<file path="src/rtl/cam_pkg.sv">
// Shared CAM definitions: default geometry, clog2 helper, and sequencer state encodings.
// No logic and no latency.
// No handshakes of its own.
package cam_pkg;

    localparam int CAM_DEPTH_DFLT  = 8;
    localparam int ADDR_WIDTH_DFLT = 3;

    // Constant-foldable ceiling log2, used to size the row address from the depth.
    function automatic int clog2(input int n);
        int r;
        r = 0;
        for (int i = 0; i < 31; i++) begin
            if ((32'sd1 <<< i) < n) begin
                r = i + 1;
            end
        end
        return r;
    endfunction

    typedef enum logic [0:0] {
        SEQ_IDLE = 1'b0,
        SEQ_EMIT = 1'b1
    } seq_state_t;

endpackage

</file>
<file path="src/rtl/cam_priority_encoder.sv">
// Finds the lowest set bit of a vector and reports whether any bit is set.
// Purely combinational, zero latency.
// No handshake; the caller qualifies the result.
module cam_priority_encoder #(
    parameter int DEPTH = 8,
    parameter int AW    = 3
) (
    input  logic [DEPTH-1:0] vec,
    output logic [AW-1:0]    idx,
    output logic             any
);

    // Scan from the top down so the lowest set index is the last one written.
    always_comb begin
        idx = '0;
        any = 1'b0;
        for (int i = DEPTH - 1; i >= 0; i--) begin
            if (vec[i]) begin
                idx = AW'(i);
                any = 1'b1;
            end
        end
    end

endmodule

</file>
<file path="src/rtl/cam_match_sequencer.sv">
// Serialises a multi-hot CAM match vector into row addresses, lowest first; empty vector gives one miss.
// One cycle from accept to first out_valid; one result per cycle while out_ready stays high.
// Holds the result while out_ready is low; takes a new vector only when idle or on the last transfer.
// Optional feature macro: CAM_MATCH_COUNT_EN adds out_count (popcount of the accepted vector).
module cam_match_sequencer
    import cam_pkg::*;
#(
    parameter int CAM_DEPTH  = CAM_DEPTH_DFLT,
    parameter int ADDR_WIDTH = clog2(CAM_DEPTH)
) (
    input  logic                  clk,
    input  logic                  rst,
    input  logic [CAM_DEPTH-1:0]  match_vec,
    input  logic                  match_valid,
    output logic                  match_ready,
    output logic                  out_valid,
    input  logic                  out_ready,
    output logic [ADDR_WIDTH-1:0] out_addr,
    output logic                  out_hit,
    output logic                  out_last
`ifdef CAM_MATCH_COUNT_EN
    ,
    output logic [ADDR_WIDTH:0]   out_count
`endif
);

    localparam logic [CAM_DEPTH-1:0] ONE_HOT0 = CAM_DEPTH'(1);

    seq_state_t            state_q, state_d;
    logic [CAM_DEPTH-1:0]  pending_q, pending_d;
    logic [ADDR_WIDTH-1:0] addr_q, addr_d;
    logic                  hit_q, hit_d;
    logic                  last_q, last_d;

    logic                  take;
    logic                  accept;
    logic [CAM_DEPTH-1:0]  enc_vec;
    logic [CAM_DEPTH-1:0]  enc_rest;
    logic [ADDR_WIDTH-1:0] enc_idx;
    logic                  enc_any;

    assign out_valid   = (state_q == SEQ_EMIT);
    assign take        = out_valid & out_ready;
    assign match_ready = (state_q == SEQ_IDLE) | (take & last_q);
    assign accept      = match_valid & match_ready;

    // A single encoder serves both a fresh search and the remaining pending bits;
    // only one of the two can be consumed in any cycle.
    assign enc_vec  = accept ? match_vec : pending_q;
    assign enc_rest = enc_vec & ~(ONE_HOT0 << enc_idx);

    cam_priority_encoder #(
        .DEPTH (CAM_DEPTH),
        .AW    (ADDR_WIDTH)
    ) u_penc (
        .vec (enc_vec),
        .idx (enc_idx),
        .any (enc_any)
    );

    // Next-state and next-result selection: load, advance, retire, or hold.
    always_comb begin
        state_d   = state_q;
        pending_d = pending_q;
        addr_d    = addr_q;
        hit_d     = hit_q;
        last_d    = last_q;
        if (accept) begin
            state_d   = SEQ_EMIT;
            addr_d    = enc_idx;
            hit_d     = enc_any;
            pending_d = enc_rest;
            last_d    = (enc_rest == '0);
        end else if (take && !last_q) begin
            addr_d    = enc_idx;
            hit_d     = 1'b1;
            pending_d = enc_rest;
            last_d    = (enc_rest == '0);
        end else if (take) begin
            state_d   = SEQ_IDLE;
            addr_d    = '0;
            hit_d     = 1'b0;
            last_d    = 1'b0;
            pending_d = '0;
        end
    end

    // State and result registers; reset drops any search in progress.
    always_ff @(posedge clk) begin
        if (rst) begin
            state_q   <= SEQ_IDLE;
            pending_q <= '0;
            addr_q    <= '0;
            hit_q     <= 1'b0;
            last_q    <= 1'b0;
        end else begin
            state_q   <= state_d;
            pending_q <= pending_d;
            addr_q    <= addr_d;
            hit_q     <= hit_d;
            last_q    <= last_d;
        end
    end

    assign out_addr = addr_q;
    assign out_hit  = hit_q;
    assign out_last = last_q;

`ifdef CAM_MATCH_COUNT_EN
    logic [ADDR_WIDTH:0] pop;
    logic [ADDR_WIDTH:0] count_q;

    // Number of set bits in the incoming vector, latched only on accept.
    always_comb begin
        pop = '0;
        for (int i = 0; i < CAM_DEPTH; i++) begin
            pop = pop + (ADDR_WIDTH + 1)'(match_vec[i]);
        end
    end

    // Count is frozen for every result belonging to the same search.
    always_ff @(posedge clk) begin
        if (rst) begin
            count_q <= '0;
        end else if (accept) begin
            count_q <= pop;
        end
    end

    assign out_count = count_q;
`endif

endmodule

</file>
<file path="config.mk">
export PLATFORM = sky130hd
export DESIGN_NAME = cam_match_sequencer
export DESIGN_NICKNAME = d
export VERILOG_FILES = /design/src/rtl/cam_pkg.sv /design/src/rtl/cam_priority_encoder.sv /design/src/rtl/cam_match_sequencer.sv
export SDC_FILE = /design/constraint.sdc
export NUM_CORES = 1
export LEC_CHECK = 0
export ABC_AREA = 1
export ABC_CLOCK_PERIOD_IN_PS = 5650
export CAP_MARGIN = 0
export CORE_MARGIN = 5
export CORE_UTILIZATION = 54
export DETAILED_ROUTE_END_ITERATION = 12
export GPL_ROUTABILITY_DRIVEN = 0
export PLACE_DENSITY = 0.83
export SLEW_MARGIN = 30
export SYNTH_ARGS = -nofsm -noshare
export SYNTH_HDL_FRONTEND = slang
export SYNTH_HIERARCHICAL = 1
export SYNTH_SLANG_ARGS = --single-unit
</file>
<file path="constraint.sdc">
create_clock -name clk -period 5.65 [get_ports clk]
set_clock_uncertainty 0.2 [all_clocks]
set_input_delay 1.4125 -clock clk [delete_from_list [all_inputs] [get_ports clk]]
set_output_delay 1.4125 -clock clk [all_outputs]
set_load 0.01 [all_outputs]
</file>
After elaboration in Yosys (flattened, before gate mapping)
Cells that the tools add are included.
{"block": "classes", "n_addsub": 0, "multipliers": 0, "div_mod_pow": 0, "order_cmp": 0, "eq_ne": 1, "shifts": 1, "n_mux": 30, "bitwise": 7, "reduce_logical": 6}
{"operator": "3-bit two-way mux", "count": 11}
{"operator": "8-bit two-way mux", "count": 4}
{"operator": "1-bit two-way mux", "count": 15}
{"operator": "8-bit AND", "count": 1}
{"operator": "8-bit logical NOT", "count": 1}
{"operator": "8-bit inverter", "count": 1}
{"operator": "1-bit by 3-bit << shifter with 8-bit output (first input constant)", "count": 1}
{"operator": "1-bit AND", "count": 3}
{"operator": "3-bit nonzero test", "count": 1}
{"operator": "2-bit != test (second input constant)", "count": 1}
{"operator": "2-bit AND reduction", "count": 1}
{"operator": "2-bit nonzero test", "count": 1}
{"operator": "1-bit logical AND", "count": 1}
{"operator": "1-bit logical NOT", "count": 1}
{"operator": "1-bit inverter", "count": 1}
{"operator": "1-bit OR", "count": 1}
{"block": "word_totals", "reg_bits": 14, "latch_bits": 0, "mem_bits_rw": 0, "mem_bits_ro": 0, "in_bits": 12, "output_inout_bits": 7, "word_cells": 50, "memories": 0}

Depth between registers and ports, before layout
{"block": "logic_depth", "depth_word": 19, "depth_mapped": 20, "ltp_nobuf": 20}

By module
The synthesis kept the hierarchy.
{"module": "cam_match_sequencer", "n_inst": 1, "cells_per_inst": 136, "area_per_inst_um2": 893.4, "seq_area_each_um2": 280.3}
{"module": "cam_priority_encoder", "n_inst": 1, "cells_per_inst": 22, "area_per_inst_um2": 98.8, "seq_area_each_um2": 0.0}

Worst setup path before layout
No wires, ideal clock.
{"block": "synth_path", "kind": "input-to-reg", "startpoint": "in out_ready", "endpoint": "reg last_q (netlist: out_last)", "setup_ns": 0.132, "t_arrival_ns": 3.030, "required_ns": 5.318, "setup_slack_ns": 2.288, "path_stages": 19, "path_buffers": 1, "path_cell_list": "nand2_2 -> nand2_4 -> nand2_4 -> buf_12 -> nand2_1 -> o21a_1 -> inv_1 -> nand2_1 -> nand2_1 -> nand2_1 -> nand2_1 -> a21oi_1 -> inv_1 -> nand3_1 -> nand3_1 -> nand2_1 -> nor2_1 -> nand3_1 -> a21oi_1"}
{"block": "synth_between", "elab_cells_between_ends": 21, "cone_classes": "shift (1); mux (11); bitwise (6); reduce/logical (3)"}
{"element": "start, declared", "line": "cam_match_sequencer.sv:17", "source": "input logic out_ready,"}
{"element": "1-bit AND (*)", "line": "cam_match_sequencer.sv:43", "source": "assign take = out_valid & out_ready;"}
{"element": "1-bit AND (*)", "line": "cam_match_sequencer.sv:44", "source": "assign match_ready = (state_q == SEQ_IDLE) | (take & last_q);"}
{"element": "1-bit OR (*)", "line": "cam_match_sequencer.sv:44"}
{"element": "net match_ready", "line": "cam_match_sequencer.sv:15", "source": "output logic match_ready,"}
{"element": "1-bit AND (*)", "line": "cam_match_sequencer.sv:45", "source": "assign accept = match_valid & match_ready;"}
{"element": "8-bit two-way mux (*)", "line": "cam_match_sequencer.sv:49", "source": "assign enc_vec = accept ? match_vec : pending_q;"}
{"element": "net enc_vec[5]", "line": "cam_match_sequencer.sv:37", "source": "logic [CAM_DEPTH-1:0] enc_vec;"}
{"element": "3-bit two-way mux (*) (6 in series)", "line": "cam_priority_encoder.sv:18", "source": "if (vec[i]) begin"}
{"element": "net enc_idx[0]", "line": "cam_match_sequencer.sv:39", "source": "logic [ADDR_WIDTH-1:0] enc_idx;"}
{"element": "1-bit by 3-bit << shifter with 8-bit output (*)", "line": "cam_match_sequencer.sv:50", "source": "assign enc_rest = enc_vec & ~(ONE_HOT0 << enc_idx);"}
{"element": "8-bit inverter (*)", "line": "cam_match_sequencer.sv:50"}
{"element": "8-bit AND (*)", "line": "cam_match_sequencer.sv:50"}
{"element": "8-bit logical NOT (*)", "line": "cam_match_sequencer.sv:73, cam_match_sequencer.sv:78"}
{"element": "1-bit two-way mux", "line": "cam_match_sequencer.sv:74", "source": "end else if (take && !last_q) begin"}
{"element": "1-bit two-way mux (*)", "line": "cam_match_sequencer.sv:68", "source": "if (accept) begin"}
{"element": "end signal, assigned", "line": "cam_match_sequencer.sv:101", "source": "last_q <= last_d;"}
{"element": "end, declared", "line": "cam_match_sequencer.sv:33", "source": "logic last_q, last_d;"}
The timed path passes the listed nets; every way through them passes the cells marked *.
A chain may end at the register's enable or synchronous reset.

Final worst setup path
{"block": "layout_path", "startpoint": "in out_ready", "endpoint": "out match_ready"}
{"block": "layout_between", "elab_chain_cells": 3}
{"element": "1-bit AND", "line": "cam_match_sequencer.sv:43"}
{"element": "1-bit AND", "line": "cam_match_sequencer.sv:44"}
{"element": "1-bit OR", "line": "cam_match_sequencer.sv:44"}
{"element": "end, declared", "line": "cam_match_sequencer.sv:15"}
No other way between the ends.

==> metrics.txt <==
run status finished, final reports clean; number of standard-cell rows in the floorplan 15; part of the cycle the worst path needs 75.7%; path category of the worst min-delay check reg -> reg; number of endpoints failing setup at the final stage 0; hold endpoint pending_q[7]$_SDFFE_PP0P_; per-cell routed wire length approximately 11 um; Period minus WS final between 4 and 5 ns; category of the worst setup path capture point output pin; clock network latency to the later pin of the worst-skew pair 0.29 ns; biggest fanout along the worst timing path 10; core area 1750 um2; depth of the most critical reg-to-reg path 18; PostCTS Resize Cnt 0; path type of the worst setup path in -> out; worst hold path depth 2; cell at the root of the clock tree clkbuf_4; post-CTS setup buffer count 0; average footprint of a synthesized cell 6.28 um2; number of max-cap violations 0; detailed-routing iteration count for the pre-antenna-repair pass 4; overall die height 52.9 um; proportion of netlist area held by the largest area contributor between 20% and 30%; clock tree from TritonCTS yes; Sink Count 14; Post-DP Area 1170 um2; relative slew slack 68.7%; hpwl dp about 1.7 mm; fin area 1200 um2; Post-Syn Instances 158; share of cells above drive strength 1 10.2%; overall fraction of global-route tracks in use 18.9%; upper clock frequency limit 234 MHz; setup repair after global routing missed its margin no; hold_sp pending_q[7]$_SDFFE_PP0P_; post-synth net total 170; net total in the final layout 189; antenna-violating nets left 0; Reg clk slew, reported paths around 0.090 ns; cell type with the largest total area after synthesis dfxtp_1; number of I/O port buffers 18; antenna violations before repair 0; Iteration-0 DRC Markers 37; vias in the first global route 956; Tightest Pin Transition 0.469 ns; initial standard-cell utilization of the core 56.8%; most frequent cell after synthesis nand2_1; vias per std cell between 5 and 6; Synth Cell Area 992 um2; maximum vdd ir drop approximately 0.14 mV; areal power density over the cells 240 nW/um2; fraction of registers with async set/reset 0%; internal reg-to-reg setup slack 3.02 ns; max-slew violation count 0; Routed WL approximately 2.2 mm; DRC Markers 0; data arrival time of the critical path about 2.7 ns; CTS hold repair buffers 0; cells taking the most area after synthesis dfxtp_1 28%, nand2_1 15%, nand3_1 14%; Die ar. 2790 um2; post-synthesis to final-layout area growth 21.3%; DIE WIDTH 52.9 um; data required time at the worst endpoint 4.04 ns; static leakage 0.570 nW; count of yosys warnings during synthesis 6; global-route wire length before repair 3.87 mm; vias post-DR 1016; reg-to-reg critical path startpoint out_last$_SDFFE_PP0P_; number of distinct library cell variants in the gate-level netlist after synthesis 25; share of synthesized area occupied by flip-flops and latches 28.2%; number of synthesized flops with an enable pin 0; I/O pins 19; number of buffers on the longest clock path 2; most used flip-flop cell after synthesis dfxtp_1; maximum number of pins on one net before global-route repair 14; TritonCTS buffer count 3; GRT Residual Overflow 0; number of levels the H-tree was split into 1; synthesized flop and latch total 14; final count of hold timing violations 0; post-route setup TNS 0 ns; commonest cells in the netlist 40 x nand2_1, 31 x inv_1, 27 x nand3_1; number of diodes added for antenna fixing 0; end of the worst register-to-register path out_last$_SDFFE_PP0P_; launching element type of the critical path input port
-- cell families (layout without fill, tap and decap cells) --
family	count (synthesis)	after routing	synth area share, %
DFF	14	14	28.2
and+or+nand+nor	89	89	45.6
AOI/OAI and AO/OA	18	18	9.83
buffers and inverters	37	55	16.3
-- layer usage --
metal	vias up	GRT usage, %	share of wire (%)	routed length, um
met3	5	4.23	5.0	109
met2	30	30.8	48	1040
met4	0	12.8	2.0	44
met1	446	21.9	45	996
met5	-	0	0	0
li1	535	-	-	-
-- registers in the layout, indices dropped and copies added, names as in the netlist --
signal / cells
out_addr: 3
pending_q: 8
out_last: 1
out_hit: 1
out_valid: 1
-- cells in the final DEF, fill, tap and decap left out, types with 4 or more instances in the layout --
cell type | netlist | routed
and2_2 | 6 | 6
inv_1 | 31 | 31
nand2_1 | 40 | 40
a21oi_1 | 11 | 11
clkdlybuf4s50_1 | 0 | 18
nor2_1 | 4 | 4
nand3_1 | 27 | 27
dfxtp_1 | 14 | 14
-- power breakdown --
part | total (W) | switching (W) | internal [W]
Combinational | 0.000103 | 0.0000607 | 0.0000421
Sequential | 0.000111 | 0.00000433 | 0.000106
Clock | 0.0000754 | 0.0000361 | 0.0000393
Total | 0.000289 | 0.000101 | 0.000188
-- layout make-up --
cell class              instances  area (um2)
inverters                      33         125
flip-flops and latches         14         280
fillers                       158         542
repair buffers                 18         180
clock buffers                   4        36.3
well taps                      25        31.3
multi-input cells             107         551
-- worst max-delay path: stages --
cell and delay [ns]:
clkdlybuf4s50_1 0.49, nand2_2 0.07, nand2_4 0.13, clkdlybuf4s50_1 0.55
-- worst max-delay path by stage --
stage / slack, ns / depth (start not counted) / from / to
finish: 1.37 / 4 / out_ready / match_ready
global route: 1.32 / 4 / out_ready / match_ready
CTS: 1.37 / 4 / out_ready / match_ready
detailed placement: 1.37 / 4 / out_ready / match_ready
global placement: 1.38 / 4 / out_ready / match_ready
floorplan: 2.29 / 19 / out_ready / out_last$_SDFFE_PP0P_
-- stage by stage --
stage          worst slack (ns)  cells  hold WS [ns]  utilization (%)  total power (W)
5_1_grt                    1.32    201         0.289             69.0         0.000313
3_5_place_dp               1.37    197         0.256             66.9         0.000215
4_1_cts                    1.37    201         0.271             69.0         0.000291
6_report                   1.37    201         0.270             69.0         0.000289
2_1_floorplan              2.29    158         0.244                -         0.000188
3_3_place_gp               1.38    197         0.252             66.9         0.000212
No activity file was read; power rests on OpenSTA's default activity.
